## config.mk

```make
export PLATFORM = sky130hd
export DESIGN_NAME = bp_me_wormhole_tx_mem_cmd
export DESIGN_NICKNAME = d
export VERILOG_FILES = /design/src/rtl/bp_me_wormhole_tx_mem_cmd.sv
export SDC_FILE = /design/constraint.sdc
export NUM_CORES = 2
export LEC_CHECK = 0
export BUFFER_PORTS_ARGS = -buffer_cell sky130_fd_sc_hd__buf_2
export CAP_MARGIN = 30
export CORE_AREA = 4 4 258 260
export CTS_BUF_LIST = sky130_fd_sc_hd__clkbuf_8
export DETAILED_ROUTE_END_ITERATION = 10
export DIE_AREA = 0 0 262 264
export PLACE_DENSITY = 0.73
export SKIP_CTS_REPAIR_TIMING = 1
export SYNTH_ARGS = -nofsm -noshare
export SYNTH_HDL_FRONTEND = slang
export SYNTH_SLANG_ARGS = --single-unit
```

## constraint.sdc

```tcl
create_clock -name clk_i -period 46.8 [get_ports clk_i]
set_clock_uncertainty 0.05 [all_clocks]
set_input_delay 7.02 -clock clk_i [delete_from_list [all_inputs] [get_ports clk_i]]
set_output_delay 7.02 -clock clk_i [all_outputs]
set_load 0.03 [all_outputs]
```

## src/rtl/bp_me_wormhole_tx_mem_cmd.sv

```systemverilog
// ---------------------------------------------------------------------------
// bp_me_wormhole_tx_mem_cmd
//
// Sequential wormhole transmitter for memory commands. One command (header,
// payload, routing coordinates) is captured per handshake. The wormhole
// header carries a len field derived from the payload size and data presence.
// Header and payload are then shifted out as flit_width_p-bit flits.
//
// Wormhole header, LSB first:
//   dst_cord | len | dst_cid | src_cord | src_cid | msg_hdr
//
// Ports
//   clk_i        clock
//   reset_i      asynchronous active-high reset
//   msg_hdr_i    memory command header, sent verbatim
//   size_i       payload size as log2(bytes), clamped to data_width_p/8
//   has_data_i   1 = command carries a payload
//   data_i       payload, LSB-aligned; bytes beyond the size are zeroed
//   src_cord_i   source coordinate
//   dst_cord_i   destination coordinate
//   src_cid_i    source concentrator id
//   dst_cid_i    destination concentrator id
//   v_i          command valid
//   ready_and_o  command accept; high only in IDLE and out of reset
//   flit_o       outgoing flit (low bits of the packet register)
//   v_o          flit valid; high only in SEND
//   ready_and_i  downstream accept
// ---------------------------------------------------------------------------
module bp_me_wormhole_tx_mem_cmd #(
    parameter int flit_width_p    = 64,
    parameter int cord_width_p    = 7,
    parameter int cid_width_p     = 2,
    parameter int len_width_p     = 5,
    parameter int msg_hdr_width_p = 60,
    parameter int data_width_p    = 512
) (
    input  logic                       clk_i,
    input  logic                       reset_i,
    input  logic [msg_hdr_width_p-1:0] msg_hdr_i,
    input  logic [2:0]                 size_i,
    input  logic                       has_data_i,
    input  logic [data_width_p-1:0]    data_i,
    input  logic [cord_width_p-1:0]    src_cord_i,
    input  logic [cord_width_p-1:0]    dst_cord_i,
    input  logic [cid_width_p-1:0]     src_cid_i,
    input  logic [cid_width_p-1:0]     dst_cid_i,
    input  logic                       v_i,
    output logic                       ready_and_o,
    output logic [flit_width_p-1:0]    flit_o,
    output logic                       v_o,
    input  logic                       ready_and_i
);

    localparam int hdr_width_lp  = 2*cord_width_p + 2*cid_width_p + len_width_p + msg_hdr_width_p;
    localparam int pkt_width_lp  = hdr_width_lp + data_width_p;
    localparam int data_bytes_lp = data_width_p / 8;
    localparam int max_len_lp    = (pkt_width_lp + flit_width_p - 1) / flit_width_p - 1;

    // Parameter sanity: the longest packet must fit the len field, and the
    // routing fields must all land in the first flit.
    if (max_len_lp >= (1 << len_width_p)) begin : g_len_too_narrow
        $error("len_width_p too small for the largest packet");
    end
    if (flit_width_p < 2*cord_width_p + len_width_p + 2*cid_width_p) begin : g_flit_too_narrow
        $error("flit_width_p cannot hold the routing fields");
    end
    if ((data_width_p % 8) != 0) begin : g_data_not_bytes
        $error("data_width_p must be a multiple of 8");
    end

    typedef enum logic {
        e_idle,
        e_send
    } state_e;

    state_e                    state;
    logic [pkt_width_lp-1:0]   pkt;
    logic [len_width_p-1:0]    cnt;

    logic [31:0]               pay_bytes;
    logic [31:0]               pay_bits;
    logic [31:0]               num_flits;
    logic [len_width_p-1:0]    len;
    logic [data_width_p-1:0]   data_masked;
    logic [hdr_width_lp-1:0]   hdr;

    // Length and payload masking from the incoming command fields.
    always_comb begin
        // NOTE: every signal gets a default before any conditional update so
        // no path leaves it unassigned and no latch is inferred.
        pay_bytes   = 32'd1 << size_i;
        pay_bits    = '0;
        num_flits   = '0;
        data_masked = '0;

        if (pay_bytes > 32'(data_bytes_lp)) begin
            pay_bytes = 32'(data_bytes_lp);
        end
        if (has_data_i) begin
            pay_bits = pay_bytes << 3;
        end
        num_flits = (32'(hdr_width_lp) + pay_bits + 32'(flit_width_p) - 32'd1)
                    / 32'(flit_width_p);

        // Keep only the bytes that belong to the payload; a header-only
        // command sends no data bits at all.
        for (int i = 0; i < data_bytes_lp; i++) begin
            if (has_data_i && (32'(i) < pay_bytes)) begin
                data_masked[i*8 +: 8] = data_i[i*8 +: 8];
            end
        end
    end

    assign len = len_width_p'(num_flits - 32'd1);
    assign hdr = {msg_hdr_i, src_cid_i, src_cord_i, dst_cid_i, len, dst_cord_i};

    // Outputs come straight from state and the packet register, so there is
    // no combinational path from v_i or ready_and_i to the link side.
    assign v_o         = (state == e_send);
    assign ready_and_o = (state == e_idle) && !reset_i;
    assign flit_o      = pkt[flit_width_p-1:0];

    always_ff @(posedge clk_i or posedge reset_i) begin
        // NOTE: the packet register is reset too, so flit_o is a known zero
        // after reset rather than stale data from an aborted packet.
        if (reset_i) begin
            state <= e_idle;
            pkt   <= '0;
            cnt   <= '0;
        end else begin
            // NOTE: non-blocking assignments make every register update from
            // the pre-edge values, independent of statement order.
            case (state)
                e_idle: begin
                    if (v_i && ready_and_o) begin
                        pkt   <= {data_masked, hdr};
                        cnt   <= len;
                        state <= e_send;
                    end
                end
                e_send: begin
                    if (ready_and_i) begin
                        if (cnt != '0) begin
                            pkt <= pkt >> flit_width_p;
                            cnt <= cnt - len_width_p'(1);
                        end else begin
                            state <= e_idle;
                        end
                    end
                end
                default: state <= e_idle;
            endcase
        end
    end

endmodule

```

Word level (Yosys, flattened, before mapping)
Cells that the tools add are included.
- register bits after elaboration: 601
- bits of input ports: 598
- output and inout port bits: 66
- add/sub/neg operators: 5
- $lt $le $gt $ge: 65
- equal/unequal tests: 3
- shift operators: 1
- muxes and demuxes: 78
- bitwise gates (word level): 1
- reductions and logical operators: 69
- operator list (operator ; count):
    two-way mux 595 bit ; 3
    one-hot mux 595 bit (2 select lines) ; 1
    < comparator 6 x 32 -> 1 bit, first input constant ; 32
    < comparator 5 x 32 -> 1 bit, first input constant ; 16
    two-way mux 8 bit ; 64
    < comparator 4 x 32 -> 1 bit, first input constant ; 8
    < comparator 3 x 32 -> 1 bit, first input constant ; 4
    logical AND 1 bit ; 66
    < comparator 1 x 32 -> 1 bit, first input constant ; 2
    < comparator 2 x 32 -> 1 bit, first input constant ; 2
    > comparator 32 x 7 -> 1 bit, second input constant ; 1
    two-way mux 32 bit ; 1
    << shifter 1 x 3 -> 32 bit, first input constant ; 1
    two-way mux 5 bit ; 3
    adder 11 x 7 -> 11 bit, second input constant ; 1
    adder 7 x 11 -> 11 bit, first input constant ; 1
    two-way mux 11 bit ; 1
    subtractor 11 x 1 -> 11 bit, second input constant ; 1
    one-hot mux 5 bit (2 select lines) ; 1
    subtractor 5 x 1 -> 5 bit, second input constant ; 2
    nonzero test 5 bit ; 1
    != test 2 x 1 -> 1 bit, second input constant ; 2
    two-way mux 1 bit ; 3
    AND reduction 3 bit ; 1
    other kinds (4) ; 4

Depth between registers and ports, before layout
- depth after elaboration: 10
- depth in mapped cells: 9
- depth with buffers taken out: 6

Worst setup path after synthesis
No wires, ideal clock.
- path type: input to register
- start point: in reset_i
- end point: reg cnt[4]
- library setup time: 0.171 ns
- arrival: 20.895 ns
- path slack: 25.684 ns
- stages: 4
- cell sequence: inv_1 > a21boi_0 > a31oi_1 > o211ai_1
- word-level cells in the longest chain between the ends: 5
- ends and longest elaborated chain (what ; RTL line ; RTL):
    from (decl) ; 38 ; input logic reset_i,
    logical NOT 1 bit (no line) ; n/a ;
    logical AND 1 bit ; 120 ; assign ready_and_o = (state == e_idle) && !reset_i;
    logical AND 1 bit ; 135 ; if (v_i && ready_and_o) begin
    != test 2 x 1 -> 1 bit (no line) ; n/a ;
    AND reduction 3 bit (no line) ; n/a ;
    to (signal assigned) ; 137 ; cnt <= len;
    to (signal assigned) ; 145 ; cnt <= cnt - len_width_p'(1);
    to (decl) ; 78 ; logic [len_width_p-1:0] cnt;
Every way passes these cells.
A chain may end at the register's enable or synchronous reset.

Worst setup path in the final report
- start point: in reset_i
- end point: out ready_and_o
- word-level cells in the longest chain between the ends: 2
- ends and longest elaborated chain (what ; RTL line ; RTL):
    logical NOT 1 bit (no line) ; n/a ;
    logical AND 1 bit ; 120 ;
    to (decl) ; 48 ; output logic ready_and_o,
Every way passes these cells.

==> impl_metrics.ini <==
[status]
status = finished clean

[timing]
timing.fmax_mhz = 68.6
period_needed_ps = 14570
rsz0062_at_grt = no
tightest_slew_ps = 1270
finalCritPeriodShare_pct = 31.1
hold_viol = 0
holdWs_ps = 415
finalSetupViolations = 0
setup_tns_ps = 0
drv_slew = 0
slew_headroom_pct = 15.1

[power]
peakVddDrop_mv = 0.0737
p_leak_nw = 15.3
p_per_area_nw_per_um2 = 68.7

[global_routing]
use_met3_pct = 5.50
grt_pass1_wl_um = 128000
grt_max_degree = 213
grt_usage_pct = 23.4
busiest_layer = met2
first_global_vias = 22000
antenna_found_initial = 57
grt_util_met2_pct = 35.3
grt_util_met1_pct = 32.6
overflow = 0

[setup_path]
r2r-end = pkt[557]
crit_chain = buf_2 -> nor2_1 -> buf_2
cp_max_fo = 3
required_ps = 39730
reg2regPathDepth = 7
worst_path_dominant_cell_family = buffers and inverters
cp-start-kind = input port
worst_ep_arrival_time_ps = 7500
r2r_slack_ps = 41570
critPathMaxStageDelay_ps = 220
crit_slowest_cell = buf_2
reg2reg_from = v_o
cp.buffers_inverters = 2
cp_common_cell = buf_2
critPathCaptureType = output port
worst-setup-path-type = input port to output port

[finish]
syn_to_final_growth_pct = 20.2
fin_nets = 3836
drive_above_1_share_pct = 25.6

[floorplanning]
pin_count = 664
die_y_um = 264
num_rows = 93
die_area_um2 = 69200
start_util_pct = 41.6
coreArea_um2 = 64100
die_w_um = 262

[placed_design]
gp_congestion = 0.855
port_buffers = 663
place.detailed.hpwl_um = 57600

[yosys]
synth.most_common_cell = nor2_1
synth_area_um2 = 26700
avgSynthCellArea_um2 = 9.69
synth-xor-area-share_pct = 0.0329
yosys-top-cells-count = 898 x nor2_1, 601 x dfrtp_1, 447 x a221oi_1, 213 x nand2_1, 120 x clkbuf_1
synth_cell_types = 40
synth_top_area_share_pct = 56.4
synth-compound-area-share_pct = 16.9
async_flop_share_pct = 100
synth_nets = 3353
synthMuxAreaShare_pct = 3.04
yosys_warnings = 0
syn_inst = 2752
ys.flop_type = dfrtp_1
seq_area_frac_synth_pct = 56.4
yosysTopAreaCell = dfrtp_1
synth.top_cells.by_area = dfrtp_1 56%, a221oi_1 15%, nor2_1 13%, mux2i_1 3.0%, nand2_1 3.0%
synth_edf_count = 0
ys_seq_elements = 601
synth_top_family_by_area = simple AND/OR/NAND/NOR gates
yosys.area_share.adder_pct = 0.141
yosys.area_share.simple_pct = 17.3

[drt]
routed_via_density = 5.42
drtIter0Drc = 2411
drtPass1Iterations = 5
vias = 22900
drc = 0
routed_wl_um = 84700
post_drt_wl_per_cell_um = 20.1
final_antenna_net_count = 0

[min_path]
hp-start = pkt[579]
whs_endpoint = pkt[579]
hold_class = flop to flop
hold_depth = 2

[clocking]
cts_sinks = 601
cts-root-buf = clkbuf_8
htree_levels = 3
clkTransAtPathRegs_ps = 50
cts_tree = done
cts_buffers = 102
clockBufferDepth = 3
clk_latency_ps = 710

[job]
cap_violations = 0
==> stage by stage <==
stage	worst slack (ps)	total power, mW	std cells	util, %	instance area, um^2
2_1_floorplan	22870	1.53	2752	-	26700
3_3_place_gp	32240	1.69	3982	46.4	29700
3_5_place_dp	32250	1.72	3985	46.5	29800
4_1_cts	32240	2.21	4169	49.8	31900
5_1_grt	32220	2.37	4213	50.0	32000
6_report	32230	2.20	4217	50.0	32100
==> cell type report <==
type,count,area (um^2)
flip-flops and latches,601,15000
clock buffers,121,1670
multi-input cells,1833,10000
clock inverters,63,448
inverters,6,30.0
repair buffers,691,3660
fillers,6024,32100
well taps,855,1070
diodes,47,118
==> sequential cells by signal, indices dropped and copies added (netlist names) <==
signal  count
pkt       595
cnt         5
v_o         1
==> placed cells by master (no fill, tap or decap), drive strengths merged, types with 2 or more instances in the layout <==
cell type | netlist | final
a21oi | 10 | 10
a221oi | 447 | 447
a31oi | 2 | 2
and3 | 3 | 3
buf | 192 | 691
bufinv | 0 | 5
clkbuf | 120 | 121
clkinv | 1 | 20
clkinvlp | 0 | 2
dfrtp | 601 | 601
diode | 0 | 47
ha | 3 | 3
inv | 5 | 42
mux2i | 81 | 81
nand2 | 213 | 213
nand3 | 66 | 66
nor2 | 898 | 898
nor2b | 2 | 2
nor3 | 2 | 2
o211ai | 2 | 2
o21a | 2 | 2
o21ai | 84 | 84
o31a | 2 | 2
==> worst max-delay path by stage <==
stage	slack [ps]	cells after the start	from	to
after global routing	32220	3	reset_i	ready_and_o
after detailed placement	32250	3	reset_i	ready_and_o
after floorplan	22870	1	reset_i	cnt[0]
final	32230	3	reset_i	ready_and_o
after global placement	32240	3	reset_i	ready_and_o
after CTS	32240	3	reset_i	ready_and_o
==> metal layers <==
layer,wire [um],up-vias
met5,103,-
met4,2860,18
met2,39500,855
met3,5960,194
li1,-,10700
met1,36200,11100
==> logic make-up after synthesis <==
logic type | after synthesis
fa+ha+maj | 3
buf+inv | 318
flops | 601
mux | 81
simple gates | 1192
xor+xnor | 1
compound gates | 556
==> tightest hold or removal path, cell delays in order, from the launching register on <==
cell and delay, ps:
dfrtp_1 340, nand2_1 50, nand2_1 40
==> where the power goes <==
| group | internal, mW | switching (mW) |
|---|---|---|
| registers | 0.768 | 0.171 |
| clock network | 0.264 | 0.220 |
| logic | 0.296 | 0.485 |
Note: power is estimated with default switching activity, not from simulation.
